`src/rtl/mux2_rr_arbiter.sv`:
```
// Two-requester round-robin packet arbiter driving a 2:1 data mux onto one sink.
// Whole packets are granted. A hold limit preempts a long packet when the other side waits.
module mux2_rr_arbiter #(
  parameter int unsigned DATA_W   = 8,
  parameter int unsigned MAX_HOLD = 4
) (
  input  logic              clk,
  input  logic              rst_n,
  input  logic              a_valid,
  input  logic [DATA_W-1:0] a_data,
  input  logic              a_last,
  output logic              a_ready,
  input  logic              b_valid,
  input  logic [DATA_W-1:0] b_data,
  input  logic              b_last,
  output logic              b_ready,
  output logic              out_valid,
  output logic [DATA_W-1:0] out_data,
  output logic              out_last,
  input  logic              out_ready,
  output logic              sel,
  output logic              gnt_a,
  output logic              gnt_b
);

  localparam int unsigned CNT_W = (MAX_HOLD < 2) ? 1 : $clog2(MAX_HOLD + 1);
  localparam logic [CNT_W-1:0] HOLD_MAX  = CNT_W'(MAX_HOLD);
  localparam logic [CNT_W-1:0] HOLD_LAST = CNT_W'(MAX_HOLD - 1);

  typedef enum logic [1:0] {
    IDLE  = 2'd0,
    GNT_A = 2'd1,
    GNT_B = 2'd2
  } state_t;

  state_t           state_q, state_d;
  logic             ptr_q, ptr_d;     // 0: A has priority on a tie, 1: B
  logic [CNT_W-1:0] cnt_q, cnt_d;     // beats moved under the current grant
  logic             xfer;
  logic             hold_hit;

  // Combinational pass-through of the granted requester onto the sink port.
  always_comb begin
    out_valid = 1'b0;
    out_data  = '0;
    out_last  = 1'b0;
    a_ready   = 1'b0;
    b_ready   = 1'b0;
    case (state_q)
      GNT_A: begin
        out_valid = a_valid;
        out_data  = a_data;
        out_last  = a_last;
        a_ready   = out_ready;
      end
      GNT_B: begin
        out_valid = b_valid;
        out_data  = b_data;
        out_last  = b_last;
        b_ready   = out_ready;
      end
      default: ;
    endcase
  end

  assign xfer     = out_valid & out_ready;
  // True when the beat in flight is the MAX_HOLD-th (or later, once saturated).
  assign hold_hit = (cnt_q >= HOLD_LAST);

  // Next-state, priority pointer and beat counter.
  always_comb begin
    state_d = state_q;
    ptr_d   = ptr_q;
    cnt_d   = cnt_q;
    case (state_q)
      IDLE: begin
        if (a_valid && (!b_valid || !ptr_q)) begin
          state_d = GNT_A;
        end else if (b_valid) begin
          state_d = GNT_B;
        end
      end
      GNT_A: begin
        if (xfer) begin
          if (a_last || (hold_hit && b_valid)) begin
            ptr_d   = 1'b1;
            state_d = b_valid ? GNT_B : IDLE;
          end else if (cnt_q != HOLD_MAX) begin
            cnt_d = cnt_q + CNT_W'(1);
          end
        end
      end
      GNT_B: begin
        if (xfer) begin
          if (b_last || (hold_hit && a_valid)) begin
            ptr_d   = 1'b0;
            state_d = a_valid ? GNT_A : IDLE;
          end else if (cnt_q != HOLD_MAX) begin
            cnt_d = cnt_q + CNT_W'(1);
          end
        end
      end
      default: begin
        state_d = IDLE;
      end
    endcase
    // Any grant change starts the new holder from zero.
    if (state_d != state_q) begin
      cnt_d = '0;
    end
  end

  // State, pointer, counter and the registered grant/select decode.
  always_ff @(posedge clk or negedge rst_n) begin
    if (!rst_n) begin
      state_q <= IDLE;
      ptr_q   <= 1'b0;
      cnt_q   <= '0;
      sel     <= 1'b0;
      gnt_a   <= 1'b0;
      gnt_b   <= 1'b0;
    end else begin
      state_q <= state_d;
      ptr_q   <= ptr_d;
      cnt_q   <= cnt_d;
      sel     <= (state_d == GNT_B);
      gnt_a   <= (state_d == GNT_A);
      gnt_b   <= (state_d == GNT_B);
    end
  end

endmodule

```
`config.mk`:
```
export PLATFORM = sky130hd
export DESIGN_NAME = mux2_rr_arbiter
export DESIGN_NICKNAME = d
export VERILOG_FILES = /design/src/rtl/mux2_rr_arbiter.sv
export SDC_FILE = /design/constraint.sdc
export NUM_CORES = 1
export LEC_CHECK = 0
export CORE_MARGIN = 5
export CORE_UTILIZATION = 41
export CTS_BUF_LIST = sky130_fd_sc_hd__clkbuf_4
export DETAILED_ROUTE_END_ITERATION = 10
export GPL_ROUTABILITY_DRIVEN = 0
export PLACE_DENSITY = 0.84
export SLEW_MARGIN = 25
export SYNTH_ARGS = -nofsm -noshare
export SYNTH_HDL_FRONTEND = slang
export SYNTH_SLANG_ARGS = --single-unit
```
`constraint.sdc`:
```
create_clock -name clk -period 4.5 [get_ports clk]
set_input_delay 0.675 -clock clk [delete_from_list [all_inputs] [get_ports clk]]
set_output_delay 0.675 -clock clk [all_outputs]
set_load 0.005 [all_outputs]
```
==> impl_metrics.env <==
export IMPL_grt_max_degree=18
export IMPL_total_power_mw=0.557
export IMPL_root_buffer="clkbuf_4"
export IMPL_peakVddDrop_uv=305
export IMPL_netSwitchingPower_mw=0.232
export IMPL_syn_nets=134
export IMPL_max_cap_viol_count=0
export IMPL_netlist_area_um2=873
export IMPL_antenna_found_initial=0
export IMPL_cts_max_level=1
export IMPL_yosys_warnings=0
export IMPL_crit_path_start_kind="register"
export IMPL_fin_crit_sh=0.659
export IMPL_num_fill_cells=174
export IMPL_hold_class="reg2reg"
export IMPL_routed_wl_mm=2.45
export IMPL_drt_iter0_markers=38
export IMPL_yosys_area_share_simple=0.258
export IMPL_drtAntennaViolNets=0
export IMPL_crit_fanout=17
export IMPL_clock_sinks=8
export IMPL_seqCellArea_um2=200
export IMPL_arrival_ns=2.29
export IMPL_nets=169
export IMPL_drc=0
export IMPL_io_buffers=37
export IMPL_synthMostInstantiatedCell="nor2b_1"
export IMPL_synth_commonest_cells="10 x nor2b_1, 9 x a22oi_1, 8 x dfrtp_1"
export IMPL_grt_ovfl_total=0
export IMPL_avgRoutedWirePerCell_um=15.0
export IMPL_fmax_ghz=0.337
export IMPL_hpwlAfterDp_mm=1.87
export IMPL_worstReg2RegStart="state_q[1]$_DFF_PN0_"
export IMPL_hold_violations=0
export IMPL_ys_flop_type="dfrtp_1"
export IMPL_ios=38
export IMPL_swShare=0.418
export IMPL_cp_data_required_time_ns=3.83
export IMPL_hp_start="ptr_q$_DFFE_PN0P_"
export IMPL_grt_pass1_wl_mm=3.99
export IMPL_slew_headroom=0.598
export IMPL_power_internal_mw=0.324
export IMPL_die_area_um2=3150
export IMPL_synth_top_family_by_area="compound AO/OA/AOI/OAI gates"
export IMPL_coreArea_um2=2000
export IMPL_finalSetupViolations=0
export IMPL_synth_area_leaders="dfrtp_1 23%, ha_1 10%, a22oi_1 7.7%"
export IMPL_die_y_um=56.2
export IMPL_clkLatencyLatePin_ns=0.25
export IMPL_synth_edf_count=0
export IMPL_slew_violations=0
export IMPL_ys_ff_latch=8
export IMPL_die_width_um=56.2
export IMPL_final_setup_tns_ns=0
export IMPL_yosys_cell_types_count=36
export IMPL_synth_compound_area_frac=0.309
export IMPL_synth_adder_area_share=0.100
export IMPL_ys_seq_area_frac=0.229
export IMPL_cts_max_path_buffers=2
export IMPL_holdWs_ns=0.590
export IMPL_hold_end="ptr_q$_DFFE_PN0P_"
export IMPL_ctsResizeCount=0
export IMPL_reg2reg_depth=7
export IMPL_p_seq_frac=0.219
export IMPL_rsz0062_at_grt="false"
export IMPL_cts_tree="yes"
export IMPL_grt_use_total=0.158
export IMPL_multi_input_area_um2=602
export IMPL_grt_pass1_vias=824
export IMPL_dr_total_vias=914
export IMPL_cts_buffers_inserted=3
export IMPL_rrSetupSlack_ns=2.11
export IMPL_cts_setup_buffers=0
export IMPL_p_per_area_nw_per_um2=443
export IMPL_synth_top_area_frac=0.229
export IMPL_start_util=0.436
export IMPL_final_setup_skew_ns=0.000795
export IMPL_drive_gt1_frac=0.0876
export IMPL_post_synth_top_area_cell="dfrtp_1"
export IMPL_path_class="reg2out"
export IMPL_reg2reg_to="cnt_q[0]$_DFFE_PN0P_"
export IMPL_status="complete, no violations"
export IMPL_num_antenna_cells=0
export IMPL_synthXorXnorAreaFrac=0.0100
export IMPL_min_period_ns=2.97
export IMPL_synth_cells=104
export IMPL_firstDrtPassIters=4
export IMPL_cts_hold_fix_buffers=0
export IMPL_leakage_nw=0.467
export IMPL_core_rowCount=16
export IMPL_syn_area_per_cell_um2=8.40
export IMPL_synthArstFlopShare=1.00
export IMPL_synth_mux_area_frac=0.0115
export IMPL_combPwrFrac=0.688
export IMPL_clock_power_share=0.093
export IMPL_tightest_slew_ns=0.603
export IMPL_hold_depth=2
export IMPL_syn2layout_area_growth_pct=43.7
export IMPL_critPathCaptureType="output pin"
export IMPL_avgViaCountPerCell=5.57
export IMPL_clk_pin_slew_ns=0.05
==> power by group through the flow <==
stage | Sequential (mW) | Clock, mW | Combinational, mW
after global routing | 0.126 | 0.0626 | 0.418
after global placement | 0.120 | 0 | 0.371
after detailed placement | 0.121 | 0 | 0.379
after CTS | 0.121 | 0.0539 | 0.383
after floorplan | 0.117 | 0 | 0.252
final | 0.122 | 0.0520 | 0.383
==> metal layers <==
metal	part of all wire	vias to the layer above	routed length, µm	track usage
met4	0.0033	0	8	0.0407
met2	0.50	39	1240	0.265
li1	-	449	-	-
met5	0	-	0	0
met3	0.063	2	155	0.0348
met1	0.43	424	1050	0.202
==> cell families after synthesis <==
| group | count (synthesis) |
|---|---|
| mux | 1 |
| compound gates | 36 |
| xor+xnor | 1 |
| flops | 8 |
| simple gates | 37 |
| buf+inv | 14 |
| fa+ha+maj | 7 |
==> flip-flops by register name, indices dropped and copies added (netlist names) <==
signal and flops:
cnt_q 3, gnt_a 1, gnt_b 1, ptr_q 1, state_q 2
==> worst max-delay path by stage <==
stage	from	endpoint	slack [ns]	depth (start not counted)
floorplan	state_q[0]$_DFF_PN0_	out_data[0]	2.52	6
finish	state_q[1]$_DFF_PN0_	out_valid	1.53	5
detailed placement	b_valid	out_valid	1.62	4
CTS	state_q[1]$_DFF_PN0_	out_valid	1.54	5
global placement	b_valid	out_valid	1.66	4
global route	state_q[1]$_DFF_PN0_	out_valid	1.38	5
==> placed cells by master, fill, tap and decap left out <==
master           synthesis  layout
a21o_2                   1       1
a32oi_1                  2       2
nor3_1                   3       3
a31oi_1                  1       1
clkbuf_4                 0       3
and2_1                   2       2
a21oi_2                  2       2
xnor2_1                  1       1
nor2_1                   6       6
dfrtp_1                  8       8
clkdlybuf4s50_1          0      37
a22oi_1                  9       9
a21boi_0                 1       1
a32o_1                   1       1
nor4b_2                  1       1
nand2_1                  4       4
and4_1                   1       1
nor2b_1                 10      10
o21ai_0                  7       7
o21ai_2                  2       2
inv_1                    7       7
o2111ai_1                2       2
nand2b_1                 5       5
or2_4                    1       1
ha_1                     7       7
mux2i_1                  1       1
a211oi_1                 1       1
and2b_1                  1       1
a21oi_1                  3       3
o221a_2                  1       1
and3b_1                  1       1
a22oi_2                  1       1
nand4b_1                 2       2
a211o_1                  1       1
a311o_1                  1       1
==> critical path, stage by stage (launching register included) <==
cell             delay (ns)
dfrtp_1                0.43
inv_1                  0.13
ha_1                   0.55
a22oi_2                0.20
and2b_1                0.24
clkdlybuf4s50_1        0.49
==> per-stage QoR <==
stage	util	cells	cell area (µm²)	setup slack, ns
6_report	0.627	164	1250	1.53
2_1_floorplan	-	104	873	2.52
5_1_grt	0.627	164	1250	1.38
4_1_cts	0.627	164	1250	1.54
3_5_place_dp	0.616	161	1230	1.62
3_3_place_gp	0.616	161	1230	1.66
==> layout make-up <==
type / count / share of cell area
multi-input combinational: 82 / 0.480
inverter: 7 / 0.0209
timing repair buffer: 37 / 0.295
tap: 27 / 0.0269
clock buffer: 3 / 0.0179
sequential: 8 / 0.160
Note: power is estimated with default switching activity, not from simulation.
